[src/rtl/hour_display_scan_pkg.sv]
// Shared types, constants and decode helpers for the hour display scanner.
package hour_disp_pkg;

    // Scan sequencer states.
    typedef enum logic [1:0] {
        LOAD = 2'd0,
        SHOW = 2'd1,
        GAP  = 2'd2
    } scan_state_t;

    localparam logic [7:0] ZERO_PAT   = 8'h3F;
    localparam logic [7:0] SEG_OFF    = 8'hFF;
    localparam logic [2:0] AN_OFF     = 3'b111;
    localparam logic [1:0] LAST_DIGIT = 2'd2;

    // Active-low digit enable for a digit index; out-of-range indices stay dark.
    function automatic logic [2:0] an_select(input logic [1:0] digit);
        logic [2:0] an_v;
        case (digit)
            2'd0:    an_v = 3'b110;
            2'd1:    an_v = 3'b101;
            2'd2:    an_v = 3'b011;
            default: an_v = AN_OFF;
        endcase
        return an_v;
    endfunction

    // Pick the latched pattern for a digit index; out-of-range gives no segments.
    function automatic logic [7:0] digit_pattern(input logic [2:0][7:0] shadow,
                                                 input logic [1:0]      digit);
        logic [7:0] pat_v;
        case (digit)
            2'd0:    pat_v = shadow[0];
            2'd1:    pat_v = shadow[1];
            2'd2:    pat_v = shadow[2];
            default: pat_v = 8'h00;
        endcase
        return pat_v;
    endfunction

    // Active-low segment drive, dark for a leading "0" on the hours-tens digit.
    function automatic logic [7:0] seg_drive(input logic [7:0] pat,
                                             input logic [1:0] digit,
                                             input logic       blank_lz);
        logic [7:0] seg_v;
        if (blank_lz && (digit == 2'd0) && (pat == ZERO_PAT)) begin
            seg_v = SEG_OFF;
        end else begin
            seg_v = ~pat;
        end
        return seg_v;
    endfunction

endpackage

[src/rtl/hour_display_scan_chk.sv]
// Safety checker for the scanner: never more than one digit lit, and the
// display is dark whenever a frame completes.
module hour_display_scan_chk (
    input logic       clk,
    input logic       rst,
    input logic [2:0] an,
    input logic       frame_done
);

    a_one_digit: assert property (@(posedge clk) disable iff (rst)
        ($countones(~an) <= 1));

    a_dark_on_frame: assert property (@(posedge clk) disable iff (rst)
        (frame_done |-> (an == 3'b111)));

endmodule

[src/rtl/hour_display_scan_timer.sv]
// Tick counter for the scan sequencer: counts enabled ticks up to a terminal
// count, then wraps to zero on the same tick that reports done.
module scan_timer
    import hour_disp_pkg::*;
(
    input  logic       clk,
    input  logic       rst,
    input  logic       clear,
    input  logic       enb,
    input  logic [7:0] tc,
    output logic       done
);

    logic [7:0] cnt_r;

    // Terminal tick: only meaningful on an enabled, non-cleared cycle.
    always_comb begin
        done = 1'b0;
        if (enb && !clear && (cnt_r == tc)) begin
            done = 1'b1;
        end else begin
            done = 1'b0;
        end
    end

    // Tick count register: cleared on request, wraps at terminal count, holds otherwise.
    always_ff @(posedge clk or posedge rst) begin
        if (rst) begin
            cnt_r <= 8'd0;
        end else if (clear) begin
            cnt_r <= 8'd0;
        end else if (enb) begin
            if (cnt_r == tc) begin
                cnt_r <= 8'd0;
            end else begin
                cnt_r <= cnt_r + 8'd1;
            end
        end else begin
            cnt_r <= cnt_r;
        end
    end

endmodule

[src/rtl/hour_display_scan.sv]
// Three-digit multiplexed hour display scanner (hours tens, hours units,
// AM/PM). Digits are latched once per frame so a frame never mixes old and
// new values. All outputs come straight from registers; the next-output
// values are decoded from the next state so outputs line up with the state.
module hour_display_scan
    import hour_disp_pkg::*;
#(
    parameter int unsigned SHOW_TICKS = 4,
    parameter int unsigned GAP_TICKS  = 1,
    parameter bit          BLANK_LZ   = 1'b1
) (
    input  logic       clk,
    input  logic       rst,
    input  logic       enb,
    input  logic [7:0] h1,
    input  logic [7:0] h0,
    input  logic [7:0] am_pm,
    output logic [2:0] an,
    output logic [7:0] seg,
    output logic       frame_done
);

    localparam logic [7:0] SHOW_TC = 8'(SHOW_TICKS - 1);
    localparam logic [7:0] GAP_TC  = 8'(GAP_TICKS - 1);

    scan_state_t      state_r, state_s;
    logic [1:0]       digit_r, digit_s;
    logic [2:0][7:0]  shadow_r, shadow_s;
    logic [2:0]       an_r, an_s;
    logic [7:0]       seg_r, seg_s;
    logic             frame_done_r, frame_done_s;

    logic             tmr_clear_s;
    logic [7:0]       tmr_tc_s;
    logic             tmr_done_s;

    // Timer control: cleared throughout LOAD, terminal count follows the phase.
    always_comb begin
        tmr_clear_s = 1'b0;
        tmr_tc_s    = SHOW_TC;
        if (state_r == LOAD) begin
            tmr_clear_s = 1'b1;
            tmr_tc_s    = SHOW_TC;
        end else if (state_r == GAP) begin
            tmr_clear_s = 1'b0;
            tmr_tc_s    = GAP_TC;
        end else begin
            tmr_clear_s = 1'b0;
            tmr_tc_s    = SHOW_TC;
        end
    end

    scan_timer u_timer (
        .clk   (clk),
        .rst   (rst),
        .clear (tmr_clear_s),
        .enb   (enb),
        .tc    (tmr_tc_s),
        .done  (tmr_done_s)
    );

    // Next state, digit, shadows and the registered-output values they imply.
    always_comb begin
        state_s      = state_r;
        digit_s      = digit_r;
        shadow_s     = shadow_r;
        frame_done_s = 1'b0;
        an_s         = AN_OFF;
        seg_s        = SEG_OFF;

        case (state_r)
            LOAD: begin
                shadow_s = {am_pm, h0, h1};
                digit_s  = 2'd0;
                state_s  = SHOW;
            end
            SHOW: begin
                if (tmr_done_s) begin
                    state_s = GAP;
                end else begin
                    state_s = SHOW;
                end
            end
            GAP: begin
                if (tmr_done_s) begin
                    if (digit_r == LAST_DIGIT) begin
                        state_s      = LOAD;
                        frame_done_s = 1'b1;
                    end else begin
                        digit_s = digit_r + 2'd1;
                        state_s = SHOW;
                    end
                end else begin
                    state_s = GAP;
                end
            end
            default: begin
                state_s = LOAD;
                digit_s = 2'd0;
            end
        endcase

        if (state_s == SHOW) begin
            an_s  = an_select(digit_s);
            seg_s = seg_drive(digit_pattern(shadow_s, digit_s), digit_s, BLANK_LZ);
        end else begin
            an_s  = AN_OFF;
            seg_s = SEG_OFF;
        end
    end

    // State and output registers; reset darkens the display immediately.
    always_ff @(posedge clk or posedge rst) begin
        if (rst) begin
            state_r      <= LOAD;
            digit_r      <= 2'd0;
            shadow_r     <= {8'h00, 8'h00, 8'h00};
            an_r         <= AN_OFF;
            seg_r        <= SEG_OFF;
            frame_done_r <= 1'b0;
        end else begin
            state_r      <= state_s;
            digit_r      <= digit_s;
            shadow_r     <= shadow_s;
            an_r         <= an_s;
            seg_r        <= seg_s;
            frame_done_r <= frame_done_s;
        end
    end

    assign an         = an_r;
    assign seg        = seg_r;
    assign frame_done = frame_done_r;

    hour_display_scan_chk u_chk (
        .clk        (clk),
        .rst        (rst),
        .an         (an_r),
        .frame_done (frame_done_r)
    );

endmodule
[config.mk]
export PLATFORM = sky130hd
export DESIGN_NAME = hour_display_scan
export DESIGN_NICKNAME = d
export VERILOG_FILES = /design/src/rtl/hour_display_scan_pkg.sv /design/src/rtl/hour_display_scan_chk.sv /design/src/rtl/hour_display_scan_timer.sv /design/src/rtl/hour_display_scan.sv
export SDC_FILE = /design/constraint.sdc
export NUM_CORES = 1
export LEC_CHECK = 0
export BUFFER_PORTS_ARGS = -buffer_cell sky130_fd_sc_hd__buf_2
export CORE_UTILIZATION = 40
export DETAILED_ROUTE_END_ITERATION = 10
export MAX_ROUTING_LAYER = met4
export PLACE_DENSITY = 0.7
export SLEW_MARGIN = 10
export SYNTH_ARGS = -nofsm -noshare
export SYNTH_HDL_FRONTEND = slang
export SYNTH_HIERARCHICAL = 1
export SYNTH_SLANG_ARGS = --single-unit
[constraint.sdc]
create_clock -name clk -period 2.7 [get_ports clk]
set_input_delay 0.135 -clock clk [delete_from_list [all_inputs] [get_ports clk]]
set_output_delay 0.135 -clock clk [all_outputs]
set_load 0.05 [all_outputs]
==> metrics <==
Worst EP required 2.90 ns; H-Tree Depth 2; Inserted Diodes 0; Slew headroom 66.2%; hold endpoint shadow_r[15]$_DFF_PP0_; CP peak stage delay between 0.3 and 0.4 ns; Synth area leaders dfrtp_1, dfstp_2, mux2_2; startpoint types flip-flop; final worst slack -0.00974 ns; Hold Path Cell Cnt 2; Residual DRC 0; Initial Util approximately 42%; Leak about 1.5 nW; crit path max fanout 4; post-route ant nets 0; sequential share of the synthesized area a little under half; CTS tree yes; grt ovf 0; initial antenna violation count 0; status finished with violations; Die Wd 81.8 microns; number of fill cells about 530; R2R cell count 13; RSZ-0062 raised after global routing yes; Mapped Area 2550 sq um; share of cells above drive strength 1 between 40% and 50%; first-pass GRT wire length around 8600 microns; core area 6030 sq um; Worst Skew slightly above 0.01 ns; DR vias roughly 2000; HP Class in2reg; predominant post-synthesis flop cell dfrtp_1; Hold Slack 0.0774 ns; Max Fclk 369 MHz; syn avg cell area between 10 and 15 sq um; final setup vio count 1; vias in the first global route between 1500 and 2000; most frequent cell after synthesis dfrtp_1; Area Overhead vs Synth 29.6%; ys async rst share 100%; Num CTS Buffers 5; routability cong. a little under 0.8; post-DR vias/cell approximately 5.3; Setup TNS -0.00974 ns; fin. max-slew vios 0; min-delay src h0[7]; Critical-path top delay cell dfrtp_1; failing checks setup timing; critical path type reg2reg; final wirelength between 5000 and 6000 microns; Max VDD drop around 0.9 mV; Initial DRC Count 69; R2R Path Start state_r[0]$_DFF_PP0_; share of the synthesized area in the top cell type approximately 36%; NumNets Final 330; Clk Latency, worst-skew pair about 0.30 ns; Worst R2R End seg[4]$_DFF_PP1_; mean routed wirelength per cell about 15 microns; Max-Cap Viols 0; drt pass-1 iters 4; placed cell count between 300 and 400; final worst-path cycle share 100%; Post-synth EDFFs 0; slew at the pin with the worst max-slew slack slightly above 0.5 ns; Yosys cell types 55; total die area around 6700 sq um; Sink Count 48; leading area contributor after synthesis dfrtp_1; most frequent cells after synthesis dfrtp_1, mux2_2, inv_1, nand2_1, nor2_1; flop-to-flop setup slack -0.01 ns; largest net degree at the start of global routing 41; I/O Buffers 38; GRT Resource Usage Total roughly 18%; CTS Buffer Depth 2; post-placement setup slack -0.157 ns; HPWL Detailed about 4000 microns; PwrDens a little over 900 nW/um^2; Root Driver clkbuf_8; worst-path cell chain inv_2, ha_4, inv_6, xor2_2, nor4_2, and3_4, buf_4, and3_4, o21ai_4, inv_1, a311o_1, inv_1, o311ai_2; post-route insts no fill roughly 370; Critical Path AT 2.91 ns; Gate Count Post-Synth 219; Ports 39; flops & latches, synth between 40 and 50; clock-pin slew on the worst setup and hold paths around 0.090 ns; Final Hold Viols 0; num rows 28; critical path endpoint category flip-flop; Die Span Y 81.8 microns; Final min period ~2.7 ns; Synth Warn # 6
==> registers in the layout, indices dropped and copies added (netlist names) <==
name           cells
an                 3
state_r            2
shadow_r          24
u_timer/cnt_r      8
digit_r            2
seg                8
frame_done         1
==> cells by family after synthesis <==
kind of cell	after synthesis	share of synthesized area, %
buf+inv	22	4.62
xor+xnor	8	2.75
other cells	1	0.147
simple gates	63	14.2
compound gates	46	16.7
mux	24	10.4
flops	48	47.7
fa+ha+maj	7	3.44
==> cell usage in the layout (no fill, tap or decap), types with 4 or more instances in the layout <==
master,Yosys,final
nor3_1,4,4
nand2_1,15,14
conb_1,1,6
o311ai_2,0,5
mux2_2,16,16
buf_2,1,38
mux2i_1,4,4
buf_4,1,32
nand3_2,1,4
clkbuf_8,0,5
dfrtp_1,37,37
nand3_1,7,4
inv_1,15,13
nor2_1,12,11
mux2_1,4,4
ha_1,7,6
xor2_1,8,6
dfstp_2,11,11
==> routing by layer <==
metal / part of all wire (%) / track usage [%]
met5: 0 / -
met4: 0.84 / 4.21
met3: 4.0 / 3.44
met2: 50 / 28.4
met1: 45 / 22.8
==> repair_timing <==
action,4_1_cts,5_1_grt
buffers inserted,4,5
pin swaps,5,10
hold buffers,1,0
setup endpoints to repair,6,7
gates resized for setup,9,21
endpoints found under the hold margin,37,0
==> critical path, delay by kind of cell, from the launching register on <==
family	cells	cell delay (ns)
AO/OA/AOI/OAI	3	0.73
XOR/XNOR	1	0.17
adder cells (fa/ha/maj)	1	0.16
buffers and inverters	5	0.51
flip-flops	1	0.39
AND/OR/NAND/NOR	3	0.65
==> stage by stage <==
| step | utilization, % | total power, mW | instance area, sq um |
|---|---|---|---|
| 4_1_cts | 52.1 | 2.97 | 3140 |
| 6_report | 54.8 | 3.08 | 3300 |
| 3_5_place_dp | 49.3 | 2.51 | 2970 |
| 2_1_floorplan | - | 2.17 | 2570 |
| 3_3_place_gp | 49.3 | 2.47 | 2970 |
| 5_1_grt | 54.8 | 3.26 | 3300 |
==> final cells by class <==
type	instances	area, sq um	area share [%]
inverter	15	61.3	1.86
clock buffer	5	68.8	2.08
sequential	48	1210	36.8
multi-input combinational	154	1390	42.2
timing repair buffer	72	452	13.7
clock inverter	3	18.8	0.569
tap	75	93.8	2.84
==> power breakdown <==
group,switching (mW),leakage [nW],internal [mW]
combinational,0.899,0.862,0.604
sequential,0.100,0.568,1.05
clock,0.248,0.0479,0.181
total,1.25,1.48,1.84
==> worst max path at each step <==
stage,from,to,depth (start not counted)
2_1_floorplan,state_r[0]$_DFF_PP0_,seg[0]$_DFF_PP1_,13
3_5_place_dp,state_r[0]$_DFF_PP0_,seg[3]$_DFF_PP1_,12
5_1_grt,state_r[0]$_DFF_PP0_,seg[4]$_DFF_PP1_,13
3_3_place_gp,state_r[0]$_DFF_PP0_,seg[0]$_DFF_PP1_,12
6_report,state_r[0]$_DFF_PP0_,seg[4]$_DFF_PP1_,13
4_1_cts,state_r[0]$_DFF_PP0_,seg[0]$_DFF_PP1_,12
(Power assumes the default switching activity.)
